[config.mk]
export PLATFORM = sky130hd
export DESIGN_NAME = demux14_capture_flat
export DESIGN_NICKNAME = d
export VERILOG_FILES = /design/src/rtl/demux14_pkg.sv /design/src/rtl/demux14_capture_if.sv /design/src/rtl/demux14_capture_lane.sv /design/src/rtl/demux14_capture.sv /design/src/flat_wrapper.sv
export SDC_FILE = /design/constraint.sdc
export NUM_CORES = 1
export LEC_CHECK = 0
export ABC_AREA = 1
export CAP_MARGIN = 20
export CORE_MARGIN = 4
export CORE_UTILIZATION = 59
export CTS_BUF_LIST = sky130_fd_sc_hd__clkbuf_8
export CTS_CLUSTER_DIAMETER = 40
export DETAILED_ROUTE_END_ITERATION = 10
export HOLD_SLACK_MARGIN = 0.05
export PLACE_DENSITY = 0.87
export SLEW_MARGIN = 25
export SYNTH_ARGS = -nofsm -noshare
export SYNTH_HDL_FRONTEND = slang
export SYNTH_HIERARCHICAL = 1
export SYNTH_SLANG_ARGS = --single-unit
[constraint.sdc]
create_clock -name clk -period 4.5 [get_ports clk]
set_clock_uncertainty 0.1 [all_clocks]
set_input_delay 0.45 -clock clk [delete_from_list [all_inputs] [get_ports clk]]
set_output_delay 0.45 -clock clk [all_outputs]
set_load 0.01 [all_outputs]
[src/rtl/demux14_pkg.sv]
// Shared definitions for the 1x4 demux, its capture stage and their testbenches.
package demux14_pkg;
    typedef logic [1:0] sel_t;

    localparam int   NUM_CH = 4;
    localparam sel_t CH_A   = 2'd0;
    localparam sel_t CH_B   = 2'd1;
    localparam sel_t CH_C   = 2'd2;
    localparam sel_t CH_D   = 2'd3;
endpackage

[src/rtl/demux14_capture_if.sv]
// Bit-stream input and per-channel word output handshakes of demux14_capture.
// The err signal exists only when DEMUX14_CAPTURE_CHECK_EN is defined.
interface demux14_capture_if
    import demux14_pkg::*;
#(
    parameter int WIDTH = 8
);
    logic             in_vld;
    logic             in_rdy;
    sel_t             s;
    logic             a, b, c, d;
    logic [WIDTH-1:0] word_a, word_b, word_c, word_d;
    logic             vld_a, vld_b, vld_c, vld_d;
    logic             rdy_a, rdy_b, rdy_c, rdy_d;
`ifdef DEMUX14_CAPTURE_CHECK_EN
    logic             err;
`endif

    modport slave (
        input  in_vld, s, a, b, c, d, rdy_a, rdy_b, rdy_c, rdy_d,
`ifdef DEMUX14_CAPTURE_CHECK_EN
        output err,
`endif
        output in_rdy, word_a, word_b, word_c, word_d, vld_a, vld_b, vld_c, vld_d
    );

    modport master (
        output in_vld, s, a, b, c, d, rdy_a, rdy_b, rdy_c, rdy_d,
`ifdef DEMUX14_CAPTURE_CHECK_EN
        input  err,
`endif
        input  in_rdy, word_a, word_b, word_c, word_d, vld_a, vld_b, vld_c, vld_d
    );
endinterface

[src/rtl/demux14_capture_lane.sv]
// One capture lane: MSB-first deserialiser, bit counter and a one-deep word
// holding register with a valid/ready output.
module demux14_capture_lane #(
    parameter int WIDTH = 8
) (
    input  logic             clk,
    input  logic             rst,
    input  logic             bit_vld,
    input  logic             bit_in,
    output logic [WIDTH-1:0] word,
    output logic             vld,
    input  logic             rdy,
    output logic             stall
);
    localparam int CW = $clog2(WIDTH);

    logic [WIDTH-2:0] sh;
    logic [CW-1:0]    cnt;
    logic [WIDTH-1:0] sh_next;
    logic             last;

    assign sh_next = {sh, bit_in};
    assign last    = (cnt == CW'(WIDTH - 1));
    // The final bit may only land when the holding register is free or being drained this edge.
    assign stall   = last && vld && !rdy;

    always_ff @(posedge clk) begin
        if (rst) begin
            sh   <= '0;
            cnt  <= '0;
            word <= '0;
            vld  <= 1'b0;
        end else begin
            if (vld && rdy)
                vld <= 1'b0;
            if (bit_vld) begin
                sh <= sh_next[WIDTH-2:0];
                if (last) begin
                    word <= sh_next;
                    vld  <= 1'b1;
                    cnt  <= '0;
                end else begin
                    cnt  <= cnt + 1'b1;
                end
            end
        end
    end
endmodule

[src/rtl/demux14_capture.sv]
// Captures the four demux output lines into per-channel WIDTH-bit words.
// Define DEMUX14_CAPTURE_CHECK_EN to add the sticky err flag for stray non-selected lines.
module demux14_capture
    import demux14_pkg::*;
#(
    parameter int WIDTH = 8
) (
    input logic               clk,
    input logic               rst,
    demux14_capture_if.slave  bus
);
    logic [NUM_CH-1:0]            lines, rdys, vlds, stall, bit_vld;
    logic [NUM_CH-1:0][WIDTH-1:0] words;
    logic                         acc;

    assign lines = {bus.d, bus.c, bus.b, bus.a};
    assign rdys  = {bus.rdy_d, bus.rdy_c, bus.rdy_b, bus.rdy_a};

    // in_rdy follows only the addressed lane, so other lanes' stalls never block it.
    assign bus.in_rdy = !stall[bus.s];
    assign acc        = bus.in_vld && bus.in_rdy;

    for (genvar k = 0; k < NUM_CH; k++) begin : g_lane
        assign bit_vld[k] = acc && (bus.s == sel_t'(k));

        demux14_capture_lane #(.WIDTH(WIDTH)) u_lane (
            .clk     (clk),
            .rst     (rst),
            .bit_vld (bit_vld[k]),
            .bit_in  (lines[bus.s]),
            .word    (words[k]),
            .vld     (vlds[k]),
            .rdy     (rdys[k]),
            .stall   (stall[k])
        );
    end

    assign bus.word_a = words[CH_A];
    assign bus.word_b = words[CH_B];
    assign bus.word_c = words[CH_C];
    assign bus.word_d = words[CH_D];
    assign bus.vld_a  = vlds[CH_A];
    assign bus.vld_b  = vlds[CH_B];
    assign bus.vld_c  = vlds[CH_C];
    assign bus.vld_d  = vlds[CH_D];

`ifdef DEMUX14_CAPTURE_CHECK_EN
    logic [NUM_CH-1:0] stray;
    assign stray = lines & ~(NUM_CH'(1) << bus.s);

    always_ff @(posedge clk) begin
        if (rst)
            bus.err <= 1'b0;
        else if (acc && (stray != '0))
            bus.err <= 1'b1;
    end
`endif
endmodule

[src/flat_wrapper.sv]
// flat-port wrapper written by rule: the top's interface ports become plain ports
module demux14_capture_flat import demux14_pkg::*;
#(
    parameter int WIDTH = 8
)
  (clk, rst, bus_in_vld, bus_s, bus_a, bus_b, bus_c, bus_d, bus_rdy_a, bus_rdy_b, bus_rdy_c, bus_rdy_d, bus_in_rdy, bus_word_a, bus_word_b, bus_word_c, bus_word_d, bus_vld_a, bus_vld_b, bus_vld_c, bus_vld_d);
  demux14_capture_if #(.WIDTH(WIDTH)) bus_i ();
  input logic clk;
  input logic rst;
  input wire logic [$bits(bus_i.in_vld)-1:0] bus_in_vld;
  input wire logic [$bits(bus_i.s)-1:0] bus_s;
  input wire logic [$bits(bus_i.a)-1:0] bus_a;
  input wire logic [$bits(bus_i.b)-1:0] bus_b;
  input wire logic [$bits(bus_i.c)-1:0] bus_c;
  input wire logic [$bits(bus_i.d)-1:0] bus_d;
  input wire logic [$bits(bus_i.rdy_a)-1:0] bus_rdy_a;
  input wire logic [$bits(bus_i.rdy_b)-1:0] bus_rdy_b;
  input wire logic [$bits(bus_i.rdy_c)-1:0] bus_rdy_c;
  input wire logic [$bits(bus_i.rdy_d)-1:0] bus_rdy_d;
  output wire logic [$bits(bus_i.in_rdy)-1:0] bus_in_rdy;
  output wire logic [$bits(bus_i.word_a)-1:0] bus_word_a;
  output wire logic [$bits(bus_i.word_b)-1:0] bus_word_b;
  output wire logic [$bits(bus_i.word_c)-1:0] bus_word_c;
  output wire logic [$bits(bus_i.word_d)-1:0] bus_word_d;
  output wire logic [$bits(bus_i.vld_a)-1:0] bus_vld_a;
  output wire logic [$bits(bus_i.vld_b)-1:0] bus_vld_b;
  output wire logic [$bits(bus_i.vld_c)-1:0] bus_vld_c;
  output wire logic [$bits(bus_i.vld_d)-1:0] bus_vld_d;
  assign bus_i.in_vld = bus_in_vld;
  assign bus_i.s = bus_s;
  assign bus_i.a = bus_a;
  assign bus_i.b = bus_b;
  assign bus_i.c = bus_c;
  assign bus_i.d = bus_d;
  assign bus_i.rdy_a = bus_rdy_a;
  assign bus_i.rdy_b = bus_rdy_b;
  assign bus_i.rdy_c = bus_rdy_c;
  assign bus_i.rdy_d = bus_rdy_d;
  assign bus_in_rdy = bus_i.in_rdy;
  assign bus_word_a = bus_i.word_a;
  assign bus_word_b = bus_i.word_b;
  assign bus_word_c = bus_i.word_c;
  assign bus_word_d = bus_i.word_d;
  assign bus_vld_a = bus_i.vld_a;
  assign bus_vld_b = bus_i.vld_b;
  assign bus_vld_c = bus_i.vld_c;
  assign bus_vld_d = bus_i.vld_d;
  demux14_capture #(.WIDTH(WIDTH)) u_core (.clk(clk), .rst(rst), .bus(bus_i));
endmodule
# ---- After elaboration in Yosys (flattened, before gate mapping)
# Cells that the tools add are included.
dict set report totals {
  reg_bits 76
  out_inout_bits 37
  elab_cells 75
}
dict set report op_classes {
  addsub 4
  n_lt_le_gt_ge 1
  eq_ne 7
  mux 20
  n_reduce_logical 27
}
# op count
set ops {}
lappend ops {{$logic_and A1 B1 Y1} 17}
lappend ops {{$mux W1} 14}
lappend ops {{$add A3 B1 Y3 const B} 4}
lappend ops {{$eq A3 B3 Y1 const B} 4}
lappend ops {{$mux W3} 4}
lappend ops {{$reduce_and A2 Y1} 4}
lappend ops {{$logic_not A1 Y1} 5}
lappend ops {{$bmux W1 S2} 2}
lappend ops {{$eq A2 B2 Y1 const B} 2}
lappend ops {{$lt A2 B3 Y1 const B} 1}
lappend ops {{$eq A2 B1 Y1 const B} 1}
lappend ops {{$logic_not A2 Y1} 1}

# ---- Depth between registers and ports, before layout
# Gate-level depths: netlist (run 1).
dict set report logic_depth {
  depth_word 9
  depth_mapped 14
  ltp_nobuf 13
}

# ---- Modules after synthesis
# Netlist (run 1), hierarchy kept.
# mod n_inst cells_each area_each_um2
set modules_own_cells {}
lappend modules_own_cells {demux14_capture_lane 4 105 758.2}
lappend modules_own_cells {demux14_capture 1 26 127.6}

# ---- Least setup slack after synthesis (run 1)
# OpenSTA, ideal clock, no wires.
dict set report synth_timing {
  path_kind {register -> register}
  start {register u_core.g_lane[3].u_lane.cnt[0]}
  end {register u_core.g_lane[2].u_lane.word[1]}
  setup_time_ns 0.115
  arrival_ns 1.730
  required_time_ns 4.285
  setup_slack_ns 2.555
  stages_incl_launch_ff 15
  n_path_buf 2
  period_less_slack_ns 1.945
  cell_sequence {dfxtp_1 -> ha_1 -> ha_1 -> buf_2 -> nand2_1 -> nor2_1 -> nand2_1 -> nand2_1 -> nand2_2 -> nand3_2 -> nor2_1 -> buf_4 -> nand3_1 -> nand2_1 -> nor2_1}
}
dict set report synth_between {
  elab_chain_len 9
}
# item line_no
set synth_lines {}
lappend synth_lines {{start: declaration} demux14_capture_lane.sv:18} ;# logic [CW-1:0] cnt;
lappend synth_lines {{start signal: assignment} demux14_capture_lane.sv:43} ;# cnt <= cnt + 1'b1;
lappend synth_lines {{$eq A3 B3 Y1} demux14_capture_lane.sv:23} ;# assign last = (cnt == CW'(WIDTH - 1));
lappend synth_lines {{$logic_and A1 B1 Y1 (2 in series)} demux14_capture_lane.sv:25} ;# assign stall = last && vld && !rdy;
lappend synth_lines {{net u_core.stall[3]} demux14_capture.sv:12} ;# logic [NUM_CH-1:0] lines, rdys, vlds, stall, bit_vld;
lappend synth_lines {{$bmux W1 S2} demux14_capture.sv:20} ;# assign bus.in_rdy = !stall[bus.s];
lappend synth_lines {{$mux W1 (implied by the code)} demux14_capture.sv:20}
lappend synth_lines {{$logic_not A1 Y1} demux14_capture.sv:20}
lappend synth_lines {{$logic_and A1 B1 Y1} demux14_capture.sv:21} ;# assign acc = bus.in_vld && bus.in_rdy;
lappend synth_lines {{$logic_and A1 B1 Y1} demux14_capture.sv:24} ;# assign bit_vld[k] = acc && (bus.s == sel_t'(k));
lappend synth_lines {{net u_core.bit_vld[2]} demux14_capture.sv:12}
lappend synth_lines {{$reduce_and A2 Y1 (no source line)} --}
lappend synth_lines {{end signal: assignment} demux14_capture_lane.sv:39} ;# word <= sh_next;
lappend synth_lines {{end: declaration} demux14_capture_lane.sv:10} ;# output logic [WIDTH-1:0] word,
# The timed path passes the listed nets, and every way through them passes these cells. The select of a mux whose other input is x is not followed.
# A chain may end at the register's enable or synchronous reset.

# ---- Final worst setup path (run 1)
dict set report layout_timing {
  start {register u_core.g_lane[2].u_lane.cnt[0]}
  end {output port bus_in_rdy}
}
dict set report layout_between {
  elab_chain_len 6
}
# item line_no
set layout_lines {}
lappend layout_lines {{start: declaration} demux14_capture_lane.sv:18}
lappend layout_lines {{start signal: assignment} demux14_capture_lane.sv:43}
lappend layout_lines {{$eq A3 B3 Y1} demux14_capture_lane.sv:23}
lappend layout_lines {{$logic_and A1 B1 Y1 (2 in series)} demux14_capture_lane.sv:25}
lappend layout_lines {{net u_core.stall[2]} demux14_capture.sv:12}
lappend layout_lines {{$bmux W1 S2} demux14_capture.sv:20}
lappend layout_lines {{$mux W1 (implied by the code)} demux14_capture.sv:20}
lappend layout_lines {{$logic_not A1 Y1} demux14_capture.sv:20}
lappend layout_lines {{end: declaration} flat_wrapper.sv:20} ;# output wire logic [$bits(bus_i.in_rdy)-1:0] bus_in_rdy;
# The timed path passes the listed nets, and every way through them passes these cells. The select of a mux whose other input is x is not followed.

==> flow_summary.yaml, run 1 <==
pwr:
  p_total_mw: 1.296
  p_seq_share_pct: 53.7
  share_clk_of_total_power_pct: 40.4
  combinationalPowerShare_pct: 5.9
  powerDensity_mw_per_mm2: 337.1
  total_leakage_power_nw: 1.746
  net-switching-power_mw: 0.3121
  internal_power_of_the_cells_mw: 0.9842
  power.share.switching_pct: 24.08
  vdd.ir_drop.worst_v: 0.0002372
synthesis:
  fraction_of_post_synthesis_cell_area_in_the_top_cell_type_by_area_pct: 48.14
  synthesis.area_per_instance_um2: 7.086
  syn-num-nets: 467
  synthesis.instances: 446
  synth.cell_area_mm2: 0.003161
  ys_ff_latch: 76
  synth.lib_cells_used.distinct: 15
  synth_warnings: 6
  ys_top_cells_by_area: "sky130_fd_sc_hd__dfxtp_1 48%, sky130_fd_sc_hd__nor2_1 14%, sky130_fd_sc_hd__nand2_1 10%, sky130_fd_sc_hd__inv_1 5.2%, sky130_fd_sc_hd__a21oi_1 5.1%"
  synth-seq-area-share_pct: 48.14
  synth_top_area_cell: "sky130_fd_sc_hd__dfxtp_1"
floorplanning:
  dieArea_mm2: 0.006592
  effective_utilization_at_floorplan_pct: 61.49
  die-height_um: 81.19
  top_level_ports: 50
  die_width_um: 81.19
  rows: 26
  core_area_mm2: 0.005140
timing:
  grt_setup_unrepaired: "false"
  hold_slack_ns: 0.3703
  period_share_pct: 66.54
  drv_slew: 0
  worst_slack_ns: 1.506
  slew-limit-headroom_pct: 56.11
  tightestPinTransition_ns: 0.6562
  layout_min_cycle_time_ns: 2.994
  setup_total_negative_slack_ns: 0
  setup_viol: 0
  timing.fmax_ghz: 0.3339
  final_report_hold_violation_count: 0
cts:
  clock_insertion_delay_worst_skew_ns: 0.35
  numClockSinks: 76
  clk_path_buf_depth: 2
  postCtsSetupBuffers: 0
  cts_made_buffers: 9
  root_buffer: "sky130_fd_sc_hd__clkbuf_8"
  h_tree_levels: 3
  cts_tree: "built"
  resize_count_post_cts: 0
  clkSlewWorstSetupHoldPaths_ns: 0.08
  cts_hold_buffers: 0
worst_setup_path:
  worst-path-max-fanout: 13
  crit_chain: "ha_1, ha_1, nand2_1, nor2_1, nand2_1, nand2_1, nand2_2, and2_2, clkdlybuf4s50_1"
  critical_path.startpoint_type: "flip-flop"
  critical-path-slowest-cell: "sky130_fd_sc_hd__clkdlybuf4s50_1"
  critical_path.endpoint_type: "output port"
  crit_required_ns: 3.95
  cp_common_cell: "sky130_fd_sc_hd__nand2_1"
  r2r.worst_path.cells: 12
  regToRegSetupSlack_ns: 2.00
  cp_slowest_stage_delay_ns: 0.47
  r2r-start: "u_core/g_lane[1].u_lane/cnt[0]"
  critical_path_class: "reg -> out"
  cp_data_arrival_time_ns: 2.44
  r2r-end: "u_core/g_lane[1].u_lane/word[7]"
finish:
  stdcell_area_mm2: 0.003845
  share_of_cells_above_drive_strength_1_pct: 5.634
  nFillCells: 416
  final_nets: 513
  syn_to_final_growth_pct: 21.65
  antenna_cells: 0
placement:
  port-buffer-count: 49
  detailedPlacementHpwl_um: 4276
  dpl_cell_area_mm2: 0.003643
  gp_congestion: 0.7684
  pre_cts_ws_ns: 1.888
grt:
  grt_pass1_vias: 2543
  grt_overflow_total: 0
  grt_antenna_before_repair: 0
  groute.usage.overall_pct: 20.96
  grt_first_pass_wirelength_um: 10780
  grt_start_max_net_pins: 23
route:
  drt_drc_violations_left: 0
  drtIter0Drc: 162
  detail-route-antenna-nets: 0
  wl_per_cell_um: 11.37
  drtPass1Iterations: 4
  post_drt_via_cell_ratio: 5.092
  final_wirelength_um: 6447
  detailroute.via_count: 2887
worst_hold_path:
  hold_path.startpoint: "u_core/g_lane[1].u_lane/sh[6]"
  hold_path.class: "reg -> reg"
  whs_endpoint: "u_core/g_lane[1].u_lane/sh[6]"
  worstHoldPathCells: 2
flow_run:
  max_cap_violations: 0
run_status:
  outcome: "finished, final reports clean"
worst max-delay path, delay by kind of cell (launching register included):
kind / cells / cell delay [ns]
AND/OR/NAND/NOR: 6 / 0.67
adder cells (fa/ha/maj): 2 / 0.61
buffers and inverters: 1 / 0.47
flip-flops: 1 / 0.35
layer usage:
| layer | part of all wire [%] | GRT usage [%] |
|---|---|---|
| met1 | 47 | 26.55 |
| met2 | 47 | 33.50 |
| met3 | 3.8 | 4.656 |
| met4 | 2.2 | 10.64 |
| met5 | 0 | 0 |
worst max path at each step:
stage	from	to
final	u_core/g_lane[2].u_lane/cnt[0]	bus_in_rdy
after global routing	u_core/g_lane[2].u_lane/cnt[0]	bus_in_rdy
after CTS	u_core/g_lane[2].u_lane/cnt[0]	bus_in_rdy
after detailed placement	bus_s[0]	u_core/g_lane[1].u_lane/word[7]
after global placement	bus_s[0]	bus_in_rdy
after floorplan	u_core/g_lane[3].u_lane/cnt[0]	u_core/g_lane[2].u_lane/word[1]
power groups by stage:
| stage | Sequential (mW) | Clock [mW] | Combinational [mW] |
|---|---|---|---|
| after floorplan | 0.710 | 0 | 0.0531 |
| after global placement | 0.711 | 0 | 0.0725 |
| after detailed placement | 0.712 | 0 | 0.0750 |
| after CTS | 0.696 | 0.530 | 0.0760 |
| after global routing | 0.698 | 0.563 | 0.0866 |
| final | 0.697 | 0.523 | 0.0763 |
stage by stage:
| step | instances | utilization [%] |
|---|---|---|
| 6_report | 567 | 74.81 |
| 5_1_grt | 567 | 74.81 |
| 4_1_cts | 567 | 74.81 |
| 3_5_place_dp | 551 | 70.89 |
| 3_3_place_gp | 551 | 70.89 |
| 2_1_floorplan | 446 | - |
logic make-up after synthesis:
family                   count (synthesis)  synth area share [%]
AND/OR/NAND/NOR                        237                 29.89
flip-flops                              76                 48.14
buffers and inverters                   65                 9.303
AO/OA/AOI/OAI                           60                 9.501
adder cells (fa/ha/maj)                  8                 3.167
flip-flops by register name, indices dropped and copies added, names as in the netlist:
| signal | count |
|---|---|
| u_core/g_lane.u_lane/cnt | 12 |
| u_core/g_lane.u_lane/sh | 28 |
| u_core/g_lane.u_lane/word | 32 |
| u_core/g_lane.u_lane/vld | 4 |
cell type report:
class,instances,area (um^2),share of cell area [%]
Clock buffer,10,137.6,3.580
Clock inverter,6,63.81,1.660
Inverter,49,183.9,4.784
Multi-Input combinational cell,305,1345,34.98
Sequential cell,76,1521,39.57
Tap cell,70,87.58,2.278
Timing Repair Buffer,51,505.5,13.15
placed cells by master (no fill, tap or decap), types with 5 or more instances in the layout:
master / n
sky130_fd_sc_hd__dfxtp_1: 76
sky130_fd_sc_hd__o21ai_0: 28
sky130_fd_sc_hd__clkbuf_8: 10
sky130_fd_sc_hd__inv_2: 5
sky130_fd_sc_hd__a21oi_1: 32
sky130_fd_sc_hd__nor2_1: 118
sky130_fd_sc_hd__clkdlybuf4s50_1: 49
sky130_fd_sc_hd__ha_1: 8
sky130_fd_sc_hd__inv_1: 44
sky130_fd_sc_hd__nand3_1: 24
sky130_fd_sc_hd__nand2_1: 87
Yosys cell counts, drive strengths merged:
library cell and instances:
nand4 3, a21oi 32, dfxtp 76, inv 49
nand3 25, buf 16, nor2 118, and2 1
o21ai 28, nand2 90, ha 8
Note: power is estimated with default switching activity, not from simulation.
==> inputs of run 2 (changes only) <==
- CORE_UTILIZATION: 59 -> 50
- PLACE_DENSITY: 0.87 -> 0.78
- clock period: 4.5 -> 2.53 ns (I/O delays scaled with it)
==> run 2 against run 1 <==
Non-clock buffer count grew 9. Largest cell class unchanged. Via count fell by 3.4%. Worst hold slack worse by 0.0060 ns. Clock power grew 91%.
==> flow_summary.yaml, run 2 (synthesis results as in run 1) <==
run_status:
  outcome: "finished, final reports clean"
worst_setup_path:
  critical_path_class: "reg -> reg"
  worstPathBufferInverterCount: 0
  worst-path-max-fanout: 7
  critical_path.startpoint_type: "flip-flop"
  cp_common_cell: "sky130_fd_sc_hd__nand2_1"
  r2r-start: "u_core/g_lane[1].u_lane/cnt[0]"
  r2r-end: "u_core/g_lane[2].u_lane/word[6]"
  cp_data_arrival_time_ns: 2.40
  cp_slowest_stage_delay_ns: 0.37
  crit_required_ns: 2.71
  critical-path-slowest-cell: "sky130_fd_sc_hd__nor2_1"
  regToRegSetupSlack_ns: 0.31
  crit_chain: "ha_1, ha_1, nand2_1, nor2_2, nand2_1, nand2_2, nand2_2, nand3_2, nor2_1, nand2_1, nand2_1, nand2_1, nor2_1"
  crit_family: "simple AND/OR/NAND/NOR gates"
  critical_path.endpoint_type: "flip-flop"
  r2r.worst_path.cells: 13
finish:
  syn_to_final_growth_pct: 25.18
  largest_register_ff_count: 32
  layout_commonest_cell: "sky130_fd_sc_hd__nor2_1"
  fin_util_pct: 65.66
  final_nets: 522
  share_of_cells_above_drive_strength_1_pct: 7.510
  top_register: "u_core/g_lane.u_lane/word"
  most-common-layout-cells: "116 x sky130_fd_sc_hd__nor2_1, 87 x sky130_fd_sc_hd__nand2_1, 75 x sky130_fd_sc_hd__dfxtp_1"
  biggestRegsByFlops: "u_core/g_lane.u_lane/word x32, u_core/g_lane.u_lane/sh x28, u_core/g_lane.u_lane/cnt x12"
  antenna_cells: 0
floorplanning:
  die_width_um: 87.51
  effective_utilization_at_floorplan_pct: 52.45
  core_area_mm2: 0.006026
  dieArea_mm2: 0.007657
  rows: 28
  top_level_ports: 50
  die-height_um: 87.51
placement:
  detailedPlacementHpwl_um: 4344
  gp_congestion: 0.8572
  port-buffer-count: 49
worst_hold_path:
  hold_path.startpoint: "u_core/g_lane[1].u_lane/sh[6]"
  whs_endpoint: "u_core/g_lane[1].u_lane/sh[6]"
  worstHoldPathCells: 2
  hold_path.class: "reg -> reg"
cts:
  cts_made_buffers: 9
  root_buffer: "sky130_fd_sc_hd__clkbuf_8"
  clock_insertion_delay_worst_skew_ns: 0.35
  cts_hold_buffers: 0
  cts_tree: "built"
  h_tree_levels: 3
  clk_path_buf_depth: 2
  clkSlewWorstSetupHoldPaths_ns: 0.07
  numClockSinks: 76
timing:
  slew-limit-headroom_pct: 67.44
  setup_total_negative_slack_ns: 0
  grt_setup_unrepaired: "false"
  drv_slew: 0
  period_share_pct: 87.63
  layout_min_cycle_time_ns: 2.217
  tightestPinTransition_ns: 0.4870
  final_report_hold_violation_count: 0
  timing.fmax_ghz: 0.4511
  setup_viol: 0
flow_run:
  max_cap_violations: 0
grt:
  grt_first_pass_wirelength_um: 11130
  grt_antenna_before_repair: 0
  grt_pass1_vias: 2562
  groute.usage.overall_pct: 18.14
  grt_overflow_total: 0
  grt_start_max_net_pins: 23
route:
  post_drt_via_cell_ratio: 4.800
  drtPass1Iterations: 5
  detail-route-antenna-nets: 0
  detailroute.via_count: 2789
  drtIter0Drc: 110
  final_wirelength_um: 6394
  wl_per_cell_um: 11.01
  drt_drc_violations_left: 0
pwr:
  total_leakage_power_nw: 1.813
  powerDensity_mw_per_mm2: 602.6
  vdd.ir_drop.worst_v: 0.0003994
==> run 2: metal layers <==
metal | routed length (um) | share of wire [%] | up-vias | global-route usage [%]
li1 | - | - | 1496 | -
met5 | 0 | 0 | - | 0
met2 | 2829 | 44 | 68 | 28.97
met3 | 341 | 5.3 | 7 | 4.636
met4 | 64 | 1.0 | 0 | 6.416
met1 | 3158 | 49 | 1218 | 23.80
==> run 2: how the worst max path moves through the flow <==
| stage | from | to | slack [ns] | cells after the start |
|---|---|---|---|---|
| finish | u_core/g_lane[1].u_lane/cnt[0] | u_core/g_lane[2].u_lane/word[6] | 0.31 | 13 |
| global route | u_core/g_lane[0].u_lane/cnt[0] | u_core/g_lane[2].u_lane/word[5] | 0.06 | 13 |
| CTS | u_core/g_lane[1].u_lane/cnt[0] | bus_in_rdy | 0.005 | 9 |
| detailed placement | bus_s[0] | u_core/g_lane[2].u_lane/word[5] | 0.23 | 11 |
| global placement | bus_s[0] | u_core/g_lane[2].u_lane/word[7] | 0.38 | 11 |
| floorplan | u_core/g_lane[3].u_lane/cnt[0] | u_core/g_lane[2].u_lane/word[1] | 0.59 | 14 |
==> run 2: layout make-up <==
cell class,count,area (um^2)
fillers,552,2069
flip-flops and latches,76,1523
multi-input cells,305,1350
repair buffers,60,588.1
inverters,49,183.9
clock buffers,10,137.6
well taps,75,93.84
clock inverters,6,80.08
==> run 2: where the power goes <==
group	internal, mW	switching (mW)
registers	1.22	0.0173
clock network	0.574	0.429
logic	0.0540	0.0875
==> run 2: worst register-to-register path, stage by stage, from the launching register on <==
cell and delay, ns:
sky130_fd_sc_hd__dfxtp_1 0.33, sky130_fd_sc_hd__ha_1 0.21, sky130_fd_sc_hd__ha_1 0.20, sky130_fd_sc_hd__nand2_1 0.08, sky130_fd_sc_hd__nor2_2 0.05, sky130_fd_sc_hd__nand2_1 0.09, sky130_fd_sc_hd__nand2_2 0.07, sky130_fd_sc_hd__nand2_2 0.06
sky130_fd_sc_hd__nand3_2 0.06, sky130_fd_sc_hd__nor2_1 0.37, sky130_fd_sc_hd__nand2_1 0.28, sky130_fd_sc_hd__nand2_1 0.11, sky130_fd_sc_hd__nand2_1 0.05, sky130_fd_sc_hd__nor2_1 0.10
==> run 2: timing repair <==
action                     CTS  global route
setup buffers                0             0
gates resized for setup      0             4
setup endpoints to repair    0             1
==> run 2: stage by stage <==
stage / setup WS (ns) / hold slack (ns) / total power [mW] / instances / instance area, um^2
2_1_floorplan: 0.5853 / 0.2221 / 1.357 / 446 / 3161
3_3_place_gp: 0.3775 / 0.3507 / 1.402 / 565 / 3730
3_5_place_dp: 0.2299 / 0.3582 / 1.407 / 565 / 3730
4_1_cts: 0.004879 / 0.3682 / 2.400 / 581 / 3948
5_1_grt: 0.05633 / 0.3883 / 2.470 / 581 / 3956
6_report: 0.3130 / 0.3643 / 2.384 / 581 / 3956
